### src/rtl/fifo_stream_reader.sv
// Read-side burst engine: pulls a commanded number of words from a FIFO read port and
// presents them as a valid/ready stream with a last marker, absorbing read latency in a 2-entry buffer.
module fifo_stream_reader #(
    parameter int pDATA_WIDTH = 16,
    parameter int pFWFT       = 0,
    parameter int pLEN_WIDTH  = 16
) (
    input  logic                   clk,
    input  logic                   reset,
    input  logic                   start,
    input  logic [pLEN_WIDTH-1:0]  burst_len,
    output logic                   busy,
    output logic                   done,
    output logic                   error,
    output logic                   fifo_ren,
    input  logic [pDATA_WIDTH-1:0] fifo_rdata,
    input  logic                   fifo_empty,
    input  logic                   fifo_underflow,
    output logic                   m_valid,
    output logic [pDATA_WIDTH-1:0] m_data,
    output logic                   m_last,
    input  logic                   m_ready
);
    typedef enum logic [1:0] {S_IDLE, S_RUN, S_DRAIN, S_DONE} state_t;

    localparam logic [pLEN_WIDTH-1:0] LEN_ONE = {{(pLEN_WIDTH-1){1'b0}}, 1'b1};

    state_t                 r_state;
    state_t                 w_state_nxt;
    logic [pLEN_WIDTH-1:0]  r_remaining;
    logic                   r_inflight;
    logic                   r_inflight_last;
    logic [1:0]             r_occ;
    logic [pDATA_WIDTH-1:0] r_data0;
    logic [pDATA_WIDTH-1:0] r_data1;
    logic                   r_last0;
    logic                   r_last1;
    logic                   r_error;

    logic                   w_pop;
    logic                   w_push;
    logic                   w_push_last;
    logic                   w_inflight;
    logic                   w_issue_ok;
    logic                   w_start_ok;
    logic                   w_rem_one;
    logic [2:0]             w_level;

    assign w_inflight  = (pFWFT == 0) ? r_inflight : 1'b0;
    assign w_rem_one   = (r_remaining == LEN_ONE);
    assign w_pop       = m_valid && m_ready;
    assign w_start_ok  = (r_state == S_IDLE) && start;

    // Buffer slots committed after this cycle's pop must leave room for one more word.
    assign w_level     = {1'b0, r_occ} + {2'b00, w_inflight};
    assign w_issue_ok  = w_level < (3'd2 + {2'b00, w_pop});

    assign fifo_ren    = (r_state == S_RUN) && (r_remaining != '0) && !fifo_empty && w_issue_ok;

    // In FWFT mode the word is already on fifo_rdata when ren is raised.
    assign w_push      = (pFWFT != 0) ? fifo_ren : r_inflight;
    assign w_push_last = (pFWFT != 0) ? (fifo_ren && w_rem_one) : r_inflight_last;

    assign m_valid     = (r_occ != 2'd0);
    assign m_data      = r_data0;
    assign m_last      = m_valid && r_last0;
    assign busy        = (r_state == S_RUN) || (r_state == S_DRAIN);
    assign done        = (r_state == S_DONE);
    assign error       = r_error;

    always_comb begin
        w_state_nxt = r_state;
        case (r_state)
            S_IDLE:  if (start) w_state_nxt = (burst_len != '0) ? S_RUN : S_DONE;
            S_RUN:   if ((r_remaining == '0) && !w_inflight) w_state_nxt = S_DRAIN;
            S_DRAIN: if (r_occ == 2'd0) w_state_nxt = S_DONE;
            S_DONE:  w_state_nxt = S_IDLE;
            default: w_state_nxt = S_IDLE;
        endcase
    end

    always_ff @(posedge clk or posedge reset) begin
        if (reset) begin
            r_state         <= S_IDLE;
            r_remaining     <= '0;
            r_inflight      <= 1'b0;
            r_inflight_last <= 1'b0;
            r_error         <= 1'b0;
            r_occ           <= 2'd0;
            r_data0         <= '0;
            r_data1         <= '0;
            r_last0         <= 1'b0;
            r_last1         <= 1'b0;
        end else begin
            r_state         <= w_state_nxt;
            r_inflight      <= (pFWFT == 0) && fifo_ren;
            r_inflight_last <= (pFWFT == 0) && fifo_ren && w_rem_one;

            if (w_start_ok)
                r_remaining <= burst_len;
            else if (fifo_ren)
                r_remaining <= r_remaining - LEN_ONE;

            if (w_start_ok)
                r_error <= 1'b0;
            else if (busy && fifo_underflow)
                r_error <= 1'b1;

            // Slot 0 is always the head; a pop shifts slot 1 forward.
            case ({w_push, w_pop})
                2'b10: begin
                    if (r_occ == 2'd0) begin
                        r_data0 <= fifo_rdata;
                        r_last0 <= w_push_last;
                    end else begin
                        r_data1 <= fifo_rdata;
                        r_last1 <= w_push_last;
                    end
                    r_occ <= r_occ + 2'd1;
                end
                2'b01: begin
                    r_data0 <= r_data1;
                    r_last0 <= r_last1;
                    r_occ   <= r_occ - 2'd1;
                end
                2'b11: begin
                    if (r_occ == 2'd1) begin
                        r_data0 <= fifo_rdata;
                        r_last0 <= w_push_last;
                    end else begin
                        r_data0 <= r_data1;
                        r_last0 <= r_last1;
                        r_data1 <= fifo_rdata;
                        r_last1 <= w_push_last;
                    end
                end
                default: ;
            endcase
        end
    end
endmodule

### config.mk
export PLATFORM = sky130hd
export DESIGN_NAME = fifo_stream_reader
export DESIGN_NICKNAME = d
export VERILOG_FILES = /design/src/rtl/fifo_stream_reader.sv
export SDC_FILE = /design/constraint.sdc
export NUM_CORES = 1
export LEC_CHECK = 0
export ABC_AREA = 0
export ABC_CLOCK_PERIOD_IN_PS = 2400
export CAP_MARGIN = 25
export CELL_PAD_IN_SITES_DETAIL_PLACEMENT = 1
export CELL_PAD_IN_SITES_GLOBAL_PLACEMENT = 2
export CORE_MARGIN = 1.5
export CORE_UTILIZATION = 29
export DETAILED_ROUTE_END_ITERATION = 8
export PLACE_DENSITY_LB_ADDON = 0.1
export SLEW_MARGIN = 20
export SYNTH_ARGS = -nofsm -noshare
export SYNTH_HDL_FRONTEND = slang
export SYNTH_SLANG_ARGS = --single-unit
### constraint.sdc
create_clock -name clk -period 2.4 [get_ports clk]
set_clock_uncertainty 0.2 [all_clocks]
set_input_delay 0.36 -clock clk [delete_from_list [all_inputs] [get_ports clk]]
set_output_delay 0.36 -clock clk [all_outputs]
set_load 0.05 [all_outputs]
==> results list <==
- Biggest area consumer among synthesized cells: dfrtp_1
- Clk sinks: 57
- First-pass GRT wire length: roughly 13000 um
* Std-Cell Rows: 36
- Placeable Area: 9820 um2
* Routed WL: 8260 um
- The congestion estimate from routability-driven global placement came to roughly 0.7.
* Chip height: 104 um
- The worst-case IR drop observed on VDD is 0.000612 V.
- Clock slew seen by the registers of the worst setup and hold paths: roughly 0.08 ns
* Main combinational cell family by area after synthesis: compound AO/OA/AOI/OAI gates
* Pwr Density: 1350 nW/um2
* Async SR Flop Fraction: 100%
* PnR Total Power: 0.00616 W
* Fin nets: 437
* Post-synthesis net count: about 330
- After synthesis, flip-flops and latches occupy 48.3% of the total area.
* Post-detailed-route wirelength per cell: 15.8 um
- The first detailed-routing pass ran for 4 iterations.
- Max-capacitance violation count: 0
* Sum of negative setup slack: -2.45 ns
- Most utilized layer in the global route result: met2
- Measured against its own limit, the worst slew margin works out to 59.4%.
- Worst Max-Slew Pin Slew: 0.608 ns
- Ranked by total cell area, the synthesized netlist is headed by dfrtp_1, mux2_2, ha_1.
* Die Area: 10800 um2
- The clock tree synthesis step divided the H-tree into 3 levels.
* DR vias/cell: 4.90
- The flow ran to the end, but the final reports show violations.
- Hold Vio Cnt, Final: 0
- Number of failing setup endpoints in the final timing report: 17
- Total CTS buffers: 9
* Clock tree from TritonCTS: yes
- Post-synthesis register bit count: 57
- Maximum number of pins on one net before global-route repair: 35
* Mean area per synthesized cell: 10.5 um2
* Share of post-route cells with drive strength above 1: 34.4%
- The min-delay analysis places its worst path in the category input pin to asynchronous set/reset pin.
* Proportion of synthesized area in mux cells: 8.27%
- Setup repair after global routing missed its margin: yes
* Residual DRC: 0
- Total of warnings raised by yosys: 0
- The top cell types in the final layout, fill and taps aside, are dfrtp_1, clkdlybuf4s50_1, buf_4.
- Relative to the synthesized area, the layout overhead comes to 54.5%.
* Number of routed nets with antenna violations: 0
- Final standard cell utilization of the core: 46.4%
- Synthesis handed over a netlist of 280 instances.
- The worst setup path is captured at a primary output.
- Routing usage on met1: 18.7%
- Derived from the worst setup path, the maximum achievable clock frequency is 0.371 GHz.
- Post-Synthesis Cell Area: 2950 um2
* Dpl ws: -0.200 ns
- For the worst setup path, the data required time is roughly 1.8 ns.
* Most common cell after layout, fill and taps aside: dfrtp_1
- Min cycle time layout: 2.70 ns
- In this run the biggest area consumer among cell types represents 48.3% of the synthesized area.
- 60 I/O pins were placed.
* CP Data Arrival Time: about 2.1 ns
- Adder-cell area share of the yosys netlist: 5.93%
- Counting along the longest clock path gives a buffer depth of 2.
- Leakage component of the power: 1.87 nW
- Simple-Gate Fraction of Synth Area: 13.9%
* Antenna diodes: 0
- Number of enable-type register cells in the synthesized netlist: 0
- Root buffer cell: clkbuf_8
- Final global-route overflow total: 0
- Number of global-route vias before repair: between 2000 and 3000
- In the global route stage, met2 resource usage came out at 26.9%.
- The synthesized netlist contains 44 unique library cells.
- Fraction of the mapped netlist area in compound gates: between 10% and 20%
- Vias: 2561
- The critical path is of the register to primary output type.
- For met3 alone, demand over resource in global routing was about 3.1%.
- Starting Density: a little under a third
- Share of the synthesized netlist area taken by xor and xnor gates: between 3 and 4%
- The max-slew violation total from the final report is 0.
- Worst path setup slack after routing: -0.295 ns
- Width of the chip: 104 um
- Of the available clock period, the critical path in the final layout requires 112%.
* IO buf count: a little under 60
* Kind of start point of the critical path: register
- Counting the fill cells in the layout gives 1104.
- Violated checks: negative setup slack
- At the later pin of the worst-skew pair, clock insertion delay measures 0.33 ns.
- Across every metal layer, demand over resource in global routing totals approximately 15%.
- DRC marker count from the first detailed-route iteration: 26
* Largest driver fanout on the critical path: 2
- Ys flop type: dfrtp_1
- Initial antenna violation count: 0
- HPWL after detailed placement: 5650 um
worst max-delay path, cell delays in order (launching register included):
cell and delay (ns):
dfrtp_1 0.38, or4_4 0.56, or4_4 0.46, o21ai_4 0.19, inv_2 0.08, buf_12 0.15
stage by stage:
| stage | cells | area [um2] | hold WS [ns] |
|---|---|---|---|
| 2_1_floorplan | 280 | 3030 | 0.242 |
| 3_3_place_gp | 493 | 4010 | 0.260 |
| 3_5_place_dp | 493 | 4010 | 0.271 |
| 4_1_cts | 513 | 4280 | 0.239 |
| 5_1_grt | 523 | 4560 | 0.261 |
| 6_report | 523 | 4560 | 0.218 |
Yosys cell counts, types with 6 or more instances:
| library cell | number |
|---|---|
| nor2_1 | 11 |
| xor2_1 | 7 |
| mux2_2 | 19 |
| o21ai_0 | 24 |
| nand2_1 | 32 |
| inv_1 | 15 |
| a22oi_1 | 17 |
| or3_1 | 6 |
| clkbuf_1 | 9 |
| dfrtp_1 | 57 |
| ha_1 | 14 |
registers in the layout, indices dropped and copies added, names as in the netlist:
| name | count |
|---|---|
| error | 1 |
| m_data | 16 |
| r_data1 | 16 |
| r_inflight | 1 |
| r_inflight_last | 1 |
| r_last0 | 1 |
| r_last1 | 1 |
| r_occ | 2 |
| r_remaining | 16 |
| r_state | 2 |
final timing paths:
| kind | from | endpoint | slack [ns] | cells past startpoint |
|---|---|---|---|---|
| setup reg to reg | r_remaining[11] | r_state[1] | -0.19 | 8 |
| max in group asynchronous | reset | m_data[7] | 1.20 | 3 |
| hold / removal | reset | error | 0.22 | 2 |
| min in group clk | m_data[9] | m_data[9] | 0.28 | 2 |
| setup / recovery | r_remaining[11] | fifo_ren | -0.30 | 5 |
| hold reg to reg | m_data[9] | m_data[9] | 0.28 | 2 |
final cells by class:
class                           instances  area, um2  area share [%]
Clock buffer                           11        151            3.32
Clock inverter                          5       53.8            1.18
Sequential cell                        57       1430            31.3
Tap cell                              133        166            3.65
Timing Repair Buffer                  105       1030            22.5
Multi-Input combinational cell        197       1670            36.7
Inverter                               15       62.6            1.37
cell families (layout without fill, tap and decap cells):
| family | count (synthesis) | in the layout |
|---|---|---|
| AOI/OAI and AO/OA | 70 | 70 |
| xor gates and xnor gates | 12 | 12 |
| adders and majority gates | 14 | 14 |
| buffers and inverters | 26 | 136 |
| DFF | 57 | 57 |
| muxes | 22 | 22 |
| and+or+nand+nor | 79 | 79 |
per-layer routing:
layer / wire length, um / vias to the layer above
met5: 0 / -
met4: 109 / 0
met3: 301 / 11
met2: 4290 / 50
met1: 3560 / 1281
li1: - / 1219
power by group:
group	internal (W)	switching [W]	total, W
Combinational	0.00159	0.00191	0.00350
Clock	0.000533	0.000415	0.000948
Sequential	0.00142	0.000294	0.00171
timing repair:
action	4_1_cts	5_1_grt
endpoints found under the setup margin	46	52
resized for setup	8	51
pin swaps	7	23
gates cloned	0	2
buffers inserted	4	8
hold buffers	0	0
(Power assumes the default switching activity.)
